File: src/rtl/aca_ctrl_pkg.sv
// rtl/aca_ctrl_pkg.sv - shared state encoding and constants for the ACA correction controller
package aca_ctrl_pkg;

    typedef enum logic [1:0] {
        ST_IDLE,
        ST_APPROX,
        ST_CORRECT,
        ST_DONE
    } aca_state_t;

    localparam int NIBBLES           = 8;
    localparam int MAX_LEVEL         = 6;
    localparam int FIRST_CORR_NIBBLE = 2;

endpackage

File: src/rtl/aca_window_adder.sv
// rtl/aca_window_adder.sv - combinational 8-bit sliding-window approximate adder
//
// Ports:
//   a, b : 32-bit operands
//   sum  : approximate sum (low byte exact, each higher nibble from an 8-bit window, carry-in 0)
//   cout : approximate carry out (carry of the top byte window only)
module aca_window_adder
    import aca_ctrl_pkg::*;
(
    input  logic [31:0] a,
    input  logic [31:0] b,
    output logic [31:0] sum,
    output logic        cout
);

    assign sum[7:0] = a[7:0] + b[7:0];

    // Each nibble k is the upper half of the sum of the byte ending at it, so only
    // carries generated inside the preceding nibble are seen.
    for (genvar k = FIRST_CORR_NIBBLE; k < NIBBLES; k++) begin : g_win
        assign sum[4*k+3 -: 4] = 4'((a[4*k+3 -: 8] + b[4*k+3 -: 8]) >> 4);
    end

    assign cout = 1'(({1'b0, a[31:24]} + {1'b0, b[31:24]}) >> 8);

endmodule

File: src/rtl/aca_correction_ctrl.sv
// rtl/aca_correction_ctrl.sv - approximate adder with L-cycle nibble-serial carry correction
//
// Ports:
//   clk, rst            : clock, asynchronous active-high reset
//   in_valid/in_ready   : request handshake (ready only when idle)
//   a, b                : 32-bit operands
//   acc_level           : number of correction cycles L (0..6, 7 treated as 6)
//   out_valid/out_ready : result handshake
//   sum, cout           : result and carry out
//   exact               : result guaranteed exact (L == 6)
//   err_fixed           : at least one corrected nibble differed from the approximation
//   err_cnt             : saturating count of delivered results with err_fixed set
//                         (present only when ACA_ERR_CNT_EN is defined)
module aca_correction_ctrl
    import aca_ctrl_pkg::*;
#(
    parameter int ERR_CNT_W = 16
) (
    input  logic        clk,
    input  logic        rst,
    input  logic        in_valid,
    output logic        in_ready,
    input  logic [31:0] a,
    input  logic [31:0] b,
    input  logic [2:0]  acc_level,
    output logic        out_valid,
    input  logic        out_ready,
    output logic [31:0] sum,
    output logic        cout,
    output logic        exact,
    output logic        err_fixed
`ifdef ACA_ERR_CNT_EN
    ,
    output logic [ERR_CNT_W-1:0] err_cnt
`endif
);

    if (ERR_CNT_W < 1) begin : g_bad_width
        $error("ERR_CNT_W must be at least 1");
    end

    aca_state_t  state, state_n;
    logic [31:0] a_q, b_q;
    logic [2:0]  lvl_q;
    logic [2:0]  cnt_q;
    logic [2:0]  k_q;
    logic        c_q;
    logic [2:0]  lvl_clamped;
    logic [31:0] win_sum;
    logic        win_cout;
    logic        byte0_carry;
    logic [4:0]  corr;
    logic [3:0]  old_nib;

    assign lvl_clamped = (acc_level > 3'(MAX_LEVEL)) ? 3'(MAX_LEVEL) : acc_level;
    assign in_ready    = (state == ST_IDLE);
    assign out_valid   = (state == ST_DONE);

    aca_window_adder u_win (
        .a    (a_q),
        .b    (b_q),
        .sum  (win_sum),
        .cout (win_cout)
    );

    // Exact carry into nibble 2 seeds the ripple correction chain.
    assign byte0_carry = 1'(({1'b0, a_q[7:0]} + {1'b0, b_q[7:0]}) >> 8);

    assign old_nib = sum[{k_q, 2'b00} +: 4];
    assign corr    = {1'b0, a_q[{k_q, 2'b00} +: 4]} + {1'b0, b_q[{k_q, 2'b00} +: 4]} + {4'b0, c_q};

    always_ff @(posedge clk or posedge rst) begin
        if (rst) begin
            state <= ST_IDLE;
        end else begin
            state <= state_n;
        end
    end

    always_comb begin
        state_n = state;
        case (state)
            ST_IDLE:    if (in_valid) state_n = ST_APPROX;
            ST_APPROX:  state_n = (lvl_q == 3'd0) ? ST_DONE : ST_CORRECT;
            ST_CORRECT: if (cnt_q == 3'd1) state_n = ST_DONE;
            ST_DONE:    if (out_ready) state_n = ST_IDLE;
            default:    state_n = ST_IDLE;
        endcase
    end

    always_ff @(posedge clk or posedge rst) begin
        if (rst) begin
            a_q       <= '0;
            b_q       <= '0;
            lvl_q     <= '0;
            cnt_q     <= '0;
            k_q       <= 3'(FIRST_CORR_NIBBLE);
            c_q       <= 1'b0;
            sum       <= '0;
            cout      <= 1'b0;
            exact     <= 1'b0;
            err_fixed <= 1'b0;
        end else begin
            case (state)
                ST_IDLE: begin
                    if (in_valid) begin
                        a_q       <= a;
                        b_q       <= b;
                        lvl_q     <= lvl_clamped;
                        exact     <= (lvl_clamped == 3'(MAX_LEVEL));
                        err_fixed <= 1'b0;
                    end
                end
                ST_APPROX: begin
                    sum   <= win_sum;
                    cout  <= win_cout;
                    c_q   <= byte0_carry;
                    k_q   <= 3'(FIRST_CORR_NIBBLE);
                    cnt_q <= lvl_q;
                end
                ST_CORRECT: begin
                    sum[{k_q, 2'b00} +: 4] <= corr[3:0];
                    c_q                    <= corr[4];
                    if (corr[3:0] != old_nib) err_fixed <= 1'b1;
                    k_q   <= k_q + 3'd1;
                    cnt_q <= cnt_q - 3'd1;
                    // Only a full correction chain reaches the top nibble, so only then
                    // is the ripple carry the true carry out.
                    if (cnt_q == 3'd1 && lvl_q == 3'(MAX_LEVEL)) cout <= corr[4];
                end
                default: ;
            endcase
        end
    end

`ifdef ACA_ERR_CNT_EN
    always_ff @(posedge clk or posedge rst) begin
        if (rst) begin
            err_cnt <= '0;
        end else if (state == ST_DONE && out_ready && err_fixed && err_cnt != '1) begin
            err_cnt <= err_cnt + 1'b1;
        end
    end
`endif

endmodule

File: config.mk
export PLATFORM = sky130hd
export DESIGN_NAME = aca_correction_ctrl
export DESIGN_NICKNAME = d
export VERILOG_FILES = /design/src/rtl/aca_ctrl_pkg.sv /design/src/rtl/aca_window_adder.sv /design/src/rtl/aca_correction_ctrl.sv
export SDC_FILE = /design/constraint.sdc
export NUM_CORES = 1
export LEC_CHECK = 0
export BUFFER_PORTS_ARGS = -buffer_cell sky130_fd_sc_hd__buf_2
export CELL_PAD_IN_SITES_DETAIL_PLACEMENT = 1
export CELL_PAD_IN_SITES_GLOBAL_PLACEMENT = 1
export CORE_UTILIZATION = 35
export DETAILED_ROUTE_END_ITERATION = 12
export PLACE_DENSITY_LB_ADDON = 0.1
export SLEW_MARGIN = 0
export SYNTH_ARGS = -nofsm -noshare
export SYNTH_HDL_FRONTEND = slang
export SYNTH_SLANG_ARGS = --single-unit
File: constraint.sdc
create_clock -name clk -period 3.8 [get_ports clk]
set_input_delay 0.19 -clock clk [delete_from_list [all_inputs] [get_ports clk]]
set_output_delay 0.19 -clock clk [all_outputs]
set_load 0.01 [all_outputs]
==> impl_metrics.env, run 1 <==
export IMPL_grt_usage_pct=22.3
export IMPL_drt_met1_wl_mm=9.47
export IMPL_hpwlAfterDp_mm=16.6
export IMPL_synth_edf_count=0
export IMPL_clock_sinks=111
export IMPL_rsz0062_at_grt="false"
export IMPL_synth_top_area_share_pct=40.6
export IMPL_gp_congestion=0.848
export IMPL_critical_path_top_delay_family="adder cells"
export IMPL_cts_inserted_buffers=9
export IMPL_totalWireLength_mm=20.8
export IMPL_path_buf_inv=0
export IMPL_crit_type="reg -> reg"
export IMPL_cp_cell_sequence="mux4_2 > nand2_1 > nand2_1 > fa_1 > fa_1 > xnor2_1 > a21oi_1 > nor4b_1 > nor3_1"
export IMPL_fillers=2137
export IMPL_layout_min_cycle_time_ns=3.30
export IMPL_clk_pin_slew_ns=0.08
export IMPL_synthArstFlopShare_pct=100
export IMPL_synthTopCellsByArea="dfrtp_1 (41%), mux2_2 (11%), ha_1 (8.1%)"
export IMPL_syn_to_final_growth_pct=17.0
export IMPL_start_kind="flop"
export IMPL_grt_pass1_wl_mm=33.2
export IMPL_topRoutingLayerUsed="met4"
export IMPL_fmax_mhz=303
export IMPL_cts_root_buf="clkbuf_16"
export IMPL_ys_ff_latch=111
export IMPL_yosysSeqAreaShare_pct=41.0
export IMPL_tightest_slew_ns=0.819
export IMPL_layout_cells_non_filler=985
export IMPL_worstPathRequired_ns=4.04
export IMPL_fin_tns_setup_ns=0
export IMPL_synthDistinctLibCells=61
export IMPL_ios=108
export IMPL_yosys_warnings=0
export IMPL_ctsResizeCount=0
export IMPL_slew_violations=0
export IMPL_overflow=0
export IMPL_met3_wirelength_um=906
export IMPL_layout_nets=838
export IMPL_grt_max_degree=57
export IMPL_crit_slowest_cell="dfrtp_2"
export IMPL_setup_violations=0
export IMPL_dr_pass1_iters=4
export IMPL_fin_skew_ns=0.00707
export IMPL_finalCritPeriodShare_pct=86.9
export IMPL_row_count=50
export IMPL_dieArea_mm2=0.0199
export IMPL_vias_per_cell=5.33
export IMPL_grt_pass1_vias=5830
export IMPL_tritoncts="yes"
export IMPL_cts_htree_levels=3
export IMPL_syn_nets=734
export IMPL_placed_cells=968
export IMPL_run_status="finished clean"
export IMPL_ctsHoldBuffers=1
export IMPL_n_antenna_cell=0
export IMPL_maxCapViolations=0
export IMPL_pre_cts_ws_ns=0.458
export IMPL_wl_met2_mm=9.83
export IMPL_syn_area_per_cell_um2=11.0
export IMPL_die_y_um=141
export IMPL_die_w_um=141
export IMPL_synthCells=616
export IMPL_cts_buffer_depth=2
export IMPL_routedWlPerCell_um=21.1
export IMPL_final_layout_size_suffix_gt1_share_pct=31.4
export IMPL_core_mm2=0.0188
export IMPL_start_util_pct=36.0
export IMPL_min_path_type="in -> reg"
export IMPL_crit_fanout=17
export IMPL_worst_ep_arrival_time_ns=3.54
export IMPL_io_buffers=107
export IMPL_yosys_cell_count_top_type="dfrtp_1"
export IMPL_drtIter0Drc=257
export IMPL_ant_nets=0
export IMPL_worstSkewPairLatency_ns=0.36
export IMPL_synthFlopType="dfrtp_1"
export IMPL_hold_viol=0
export IMPL_antenna_found_initial=0
export IMPL_slew_headroom_pct=45.2
export IMPL_drc=0
export IMPL_vias=5247
export IMPL_post_cts_repair_setup_buffers=0
export IMPL_syn_area_mm2=0.00678
export IMPL_worst_slack_ns=0.497
export IMPL_cpPeakStageDelay_ns=0.69
export IMPL_yosys_area_top_type="dfrtp_1"
export IMPL_synth_common_cells="dfrtp_1 (110), mux2_2 (66), nand2_1 (48)"
export IMPL_critPathCaptureType="flop"
-- layout make-up --
| class | instances | area, um^2 | share of cell area, % |
|---|---|---|---|
| clock buffers | 10 | 229 | 2.89 |
| clock inverters | 6 | 71.3 | 0.899 |
| inverters | 27 | 104 | 1.31 |
| multi-input cells | 453 | 3790 | 47.8 |
| flip-flops and latches | 111 | 2780 | 35.1 |
| well taps | 260 | 325 | 4.10 |
| repair buffers | 118 | 633 | 7.98 |
-- logic make-up (layout without fill, tap and decap cells) --
group | count (synthesis) | in the layout | synth area share [%]
adders and majority gates | 47 | 47 | 9.01
muxes | 105 | 105 | 20.0
AOI/OAI and AO/OA | 144 | 144 | 13.8
and+or+nand+nor | 128 | 128 | 9.16
xor gates and xnor gates | 29 | 29 | 3.86
buffers and inverters | 52 | 161 | 3.19
DFF | 111 | 111 | 41.0
-- through the flow --
stage | hold slack [ns] | util, % | area [um^2]
6_report | 0.0570 | 42.1 | 7930
3_5_place_dp | 0.385 | 40.5 | 7620
4_1_cts | 0.0471 | 42.1 | 7930
2_1_floorplan | 0.326 | - | 6780
3_3_place_gp | 0.367 | 40.5 | 7620
5_1_grt | 0.0534 | 42.1 | 7930
-- state kept, by name, summed over array words and instances, names as in the netlist --
signal and count:
a_q 32, b_q 32, c_q 1, cnt_q 3, cout 1, err_fixed 1, exact 1, k_q 3
lvl_q 3, state 2, sum 32
-- layout by cell type, fill, tap and decap left out, types with 10 or more instances in the layout --
cell	n
dfrtp_1	109
nand2_1	47
xor2_1	10
nor2b_1	12
a21o_1	11
mux2_2	66
mux2i_1	16
a22oi_1	17
o21ai_1	19
a21oi_1	27
inv_1	24
buf_2	107
o21ai_0	25
nor2_1	28
ha_1	44
mux4_2	17
xnor2_1	18
-- worst paths after layout --
check / from / endpoint / slack [ns] / depth (start not counted)
setup / recovery: k_q[0] / sum[6] / 0.50 / 9
hold / removal: b[28] / b_q[28] / 0.06 / 2
setup reg to reg: k_q[0] / sum[6] / 0.50 / 9
hold reg to reg: exact / exact / 0.48 / 2
max in group asynchronous: rst / b_q[10] / 2.52 / 4
min in group asynchronous: rst / state[1] / 0.52 / 3
-- per-layer routing --
| layer | global-route usage, % | up-vias |
|---|---|---|
| met3 | 3.53 | 35 |
| met1 | 29.6 | 2624 |
| met2 | 36.0 | 122 |
| met4 | 9.67 | 0 |
| met5 | 0 | - |
| li1 | - | 2466 |
Power of run 1 is left out: the tool's default activity adds up to more than one toggle a clock period on the data nets, which glitch-free logic cannot reach.
==> inputs of run 2 (changes only) <==
- CORE_UTILIZATION: 35 -> 41
- SLEW_MARGIN: 0 -> 20
- SYNTH_HIERARCHICAL: default -> 1
==> impl_metrics.env, run 2 <==
export IMPL_run_status="finished clean"
export IMPL_layout_commonest_cell="dfrtp_1"
export IMPL_vias=5572
export IMPL_cp_cell_sequence="mux4_2 > nand2_1 > nand2_1 > fa_1 > fa_1 > xor2_1 > nor4_1 > o21ai_1"
export IMPL_crit_type="reg -> reg"
export IMPL_holdPathStages=2
export IMPL_grt_pass1_wl_mm=33.4
export IMPL_layout_nets=892
export IMPL_hpwlAfterDp_mm=16.7
export IMPL_grt_usage_pct=24.2
export IMPL_synthDistinctLibCells=63
export IMPL_final_layout_size_suffix_gt1_share_pct=32.8
export IMPL_dieArea_mm2=0.0183
export IMPL_worstPathRequired_ns=4.04
export IMPL_gp_congestion=0.882
export IMPL_ys_ff_latch=111
export IMPL_synth_edf_count=0
export IMPL_syn_nets=792
export IMPL_start_kind="flop"
export IMPL_n_antenna_cell=0
export IMPL_fmax_mhz=303
export IMPL_vias_per_cell=5.62
export IMPL_hold_viol=0
export IMPL_fillers=1915
export IMPL_fin_skew_ns=0.00927
export IMPL_setup_violations=0
export IMPL_core_mm2=0.0173
export IMPL_syn_to_final_growth_pct=14.4
export IMPL_die_y_um=135
export IMPL_ant_nets=0
export IMPL_syn_area_per_cell_um2=11.0
export IMPL_layout_cells_non_filler=991
export IMPL_placed_cells=974
export IMPL_layout_min_cycle_time_ns=3.30
export IMPL_synthArstFlopShare_pct=100
export IMPL_antenna_found_initial=0
export IMPL_final_design_area_no_fill_mm2=0.00834
export IMPL_grt_pass1_vias=5887
export IMPL_clk_pin_slew_ns=0.08
export IMPL_overflow=0
export IMPL_synthCells=661
export IMPL_worstSkewPairLatency_ns=0.36
export IMPL_synthTopCellsByArea="dfrtp_1 (38%), mux2_2 (10%), ha_1 (9.8%)"
export IMPL_drtIter0Drc=354
export IMPL_tightest_slew_ns=0.901
export IMPL_synth_top_area_share_pct=37.8
export IMPL_start_util_pct=42.1
export IMPL_totalWireLength_mm=20.8
export IMPL_slew_violations=0
export IMPL_yosys_warnings=6
export IMPL_routedWlPerCell_um=21.0
export IMPL_cts_buffer_depth=2
export IMPL_crit_slowest_cell="fa_1"
export IMPL_drc=0
export IMPL_row_count=48
export IMPL_io_buffers=107
export IMPL_layout_common_cells="dfrtp_1 (109), buf_2 (107), mux2_2 (67)"
export IMPL_worst_ep_arrival_time_ns=3.54
export IMPL_clock_sinks=111
export IMPL_pre_cts_ws_ns=0.516
export IMPL_grt_max_degree=72
export IMPL_fin_tns_setup_ns=0
export IMPL_cpPeakStageDelay_ns=0.78
export IMPL_top_regs="a_q: 32 flops, b_q: 32 flops, sum: 32 flops"
export IMPL_crit_fanout=18
export IMPL_reg2reg_depth=8
export IMPL_maxCapViolations=0
export IMPL_critPathCaptureType="flop"
export IMPL_slew_headroom_pct=39.9
export IMPL_synthFlopType="dfrtp_1"
export IMPL_die_w_um=135
export IMPL_worst_slack_ns=0.497
export IMPL_min_path_type="in -> reg"
export IMPL_cts_inserted_buffers=9
export IMPL_yosys_cell_count_top_type="dfrtp_1"
export IMPL_dr_pass1_iters=4
export IMPL_cts_htree_levels=3
export IMPL_yosys_area_top_type="dfrtp_1"
export IMPL_cts_root_buf="clkbuf_16"
export IMPL_ios=108
export IMPL_tritoncts="yes"
export IMPL_rsz0062_at_grt="false"
export IMPL_syn_area_mm2=0.00728
export IMPL_finalCritPeriodShare_pct=86.9
export IMPL_synth_common_cells="dfrtp_1 (110), mux2_2 (67), nand2_1 (66)"
export IMPL_post_dp_cell_area_mm2=0.00802
export IMPL_yosysSeqAreaShare_pct=38.1
## run 2: final cells by class
type                            instances  area [um^2]  area share [%]
Clock buffer                            9          225            2.70
Clock inverter                          7         77.6           0.931
Inverter                               20         77.6           0.931
Multi-Input combinational cell        502         4270            51.2
Sequential cell                       111         2780            33.3
Tap cell                              225          282            3.38
Timing Repair Buffer                  117          626            7.50
## run 2: per-stage QoR
step / utilization [%] / hold WS (ns)
floorplan: - / 0.326
global placement: 46.4 / 0.372
detailed placement: 46.4 / 0.383
CTS: 48.2 / 0.0454
global route: 48.2 / 0.0574
finish: 48.2 / 0.0552
## run 2: logic make-up after synthesis
family,count (synthesis),synth area share [%]
simple gates,171,12.5
buf+inv,48,3.28
mux,100,17.8
flops,111,38.1
fa+ha+maj,60,10.6
xor+xnor,31,3.83
compound gates,140,13.9
## run 2: critical path: cells and delay by family, from the launching register on
kind                     cells  cell delay [ns]
flip-flops                   1             0.68
multiplexers                 1             0.56
AND/OR/NAND/NOR              3             0.49
XOR/XNOR                     1             0.14
adder cells (fa/ha/maj)      2             1.21
AO/OA/AOI/OAI                1             0.11
## run 2: routing by layer
layer,GRT usage [%],wire (um),vias to the layer above
met1,34.5,10200,2820
met3,3.07,683,21
met2,38.5,9630,102
li1,-,-,2629
met4,6.62,280,0
met5,0,0,-
## run 2: worst paths after layout
path | from | to | slack (ns)
setup / recovery | k_q[0] | err_fixed | 0.50
hold / removal | a[9] | a_q[9] | 0.06
setup reg to reg | k_q[0] | err_fixed | 0.50
hold reg to reg | sum[1] | sum[1] | 0.50
max in group asynchronous | rst | k_q[1] | 2.51
min in group asynchronous | rst | a_q[21] | 0.50
## run 2: timing repair
item | in CTS | in global routing
endpoints found under the setup margin | 0 | 0
setup buffers | 0 | 0
hold buffers | 1 | 0
resized for setup | 0 | 0
hold endpoints to repair | 4 | 0
Power of run 2 is left out for the same reason.
==> inputs of run 3 (changes only) <==
- HOLD_SLACK_MARGIN: default -> 0.1
==> impl_metrics.env, run 3 (synthesis gave the netlist of run 2 again) <==
export IMPL_totalWireLength_mm=21.8
export IMPL_post_dp_cell_area_mm2=0.00802
export IMPL_fin_skew_ns=0.00633
export IMPL_clock_sinks=111
export IMPL_layout_commonest_cell="dfrtp_1"
export IMPL_final_layout_size_suffix_gt1_share_pct=30.1
export IMPL_ctsHoldBuffers=68
export IMPL_hpwlAfterDp_mm=16.7
export IMPL_worst_slack_ns=0.500
export IMPL_cts_root_buf="clkbuf_16"
export IMPL_slew_headroom_pct=39.8
export IMPL_grt_max_degree=72
export IMPL_cts_buffer_depth=2
export IMPL_vias=5791
export IMPL_io_buffers=107
export IMPL_worst_ep_arrival_time_ns=3.54
export IMPL_min_path_type="in -> reg"
export IMPL_worstSkewPairLatency_ns=0.36
export IMPL_gp_congestion=0.882
export IMPL_ios=108
export IMPL_start_util_pct=42.1
export IMPL_layout_nets=959
export IMPL_syn_to_final_growth_pct=23.7
export IMPL_crit_type="reg -> reg"
export IMPL_dr_pass1_iters=4
export IMPL_fmax_mhz=303
export IMPL_routedWlPerCell_um=20.6
export IMPL_vias_per_cell=5.47
export IMPL_maxCapViolations=0
export IMPL_tritoncts="yes"
export IMPL_antenna_found_initial=0
export IMPL_ctsResizeCount=0
export IMPL_finalCritPeriodShare_pct=86.8
export IMPL_top_regs="a_q: 32 flops, b_q: 32 flops, sum: 32 flops"
export IMPL_core_mm2=0.0173
export IMPL_run_status="finished clean"
export IMPL_die_y_um=135
export IMPL_grt_pass1_wl_mm=35.2
export IMPL_grt_pass1_vias=6329
export IMPL_worstPathRequired_ns=4.04
export IMPL_rsz0062_at_grt="false"
export IMPL_clk_pin_slew_ns=0.07
export IMPL_drtIter0Drc=375
export IMPL_fillers=1905
export IMPL_cts_inserted_buffers=9
export IMPL_layout_min_cycle_time_ns=3.30
export IMPL_crit_fanout=18
export IMPL_layout_common_cells="dfrtp_1 (109), buf_2 (107), dlygate4sd3_1 (68)"
export IMPL_setup_violations=0
export IMPL_dieArea_mm2=0.0183
export IMPL_ant_nets=0
export IMPL_overflow=0
export IMPL_drc=0
export IMPL_post_cts_repair_setup_buffers=0
export IMPL_tightest_slew_ns=0.902
export IMPL_final_design_area_no_fill_mm2=0.00901
export IMPL_fin_tns_setup_ns=0
export IMPL_die_w_um=135
export IMPL_pre_cts_ws_ns=0.516
export IMPL_start_kind="flop"
export IMPL_critPathCaptureType="flop"
export IMPL_cts_htree_levels=3
export IMPL_slew_violations=0
export IMPL_hold_viol=0
export IMPL_n_antenna_cell=0
export IMPL_grt_usage_pct=25.4
export IMPL_row_count=48
## run 3: cell count changes in the layout (fill, tap and decap cells not counted)
cell / delta
dlygate4sd3_1: +67
## run 3: critical path, cell delays in order, from the launching register on
cell     delay, ns
dfrtp_2       0.67
mux4_2        0.55
nand2_1       0.09
nand2_1       0.08
fa_1          0.43
fa_1          0.78
xor2_1        0.14
nor4_1        0.32
o21ai_1       0.11
## run 3: worst paths after layout
path	start	to	slack (ns)	cells after the start
max	k_q[0]	err_fixed	0.50	8
min	in_valid	err_fixed	0.24	3
max reg2reg	k_q[0]	err_fixed	0.50	8
min reg2reg	sum[16]	sum[16]	0.50	2
max in group asynchronous	rst	k_q[1]	2.51	4
min in group asynchronous	rst	a_q[21]	0.50	3
## run 3: per-stage QoR
step                hold slack [ns]  cells  utilization (%)
global route                  0.270   1058             52.1
finish                        0.245   1058             52.1
CTS                           0.268   1058             52.1
global placement              0.372    974             46.4
detailed placement            0.383    974             46.4
floorplan                     0.326    661                -
## run 3: layout make-up
type / count / area (um^2) / area share [%]
Tap cell: 225 / 282 / 3.13
Inverter: 20 / 77.6 / 0.861
Timing Repair Buffer: 184 / 1300 / 14.4
Clock inverter: 7 / 77.6 / 0.861
Sequential cell: 111 / 2780 / 30.9
Clock buffer: 9 / 225 / 2.50
Multi-Input combinational cell: 502 / 4270 / 47.4
## run 3: routing by layer
metal	share of wire [%]	GRT usage, %	wire, um
met1	48	35.4	10400
met2	47	41.6	10300
met3	3.7	3.14	814
met4	1.1	6.87	241
met5	0	0	0
Power of run 3 is left out for the same reason.
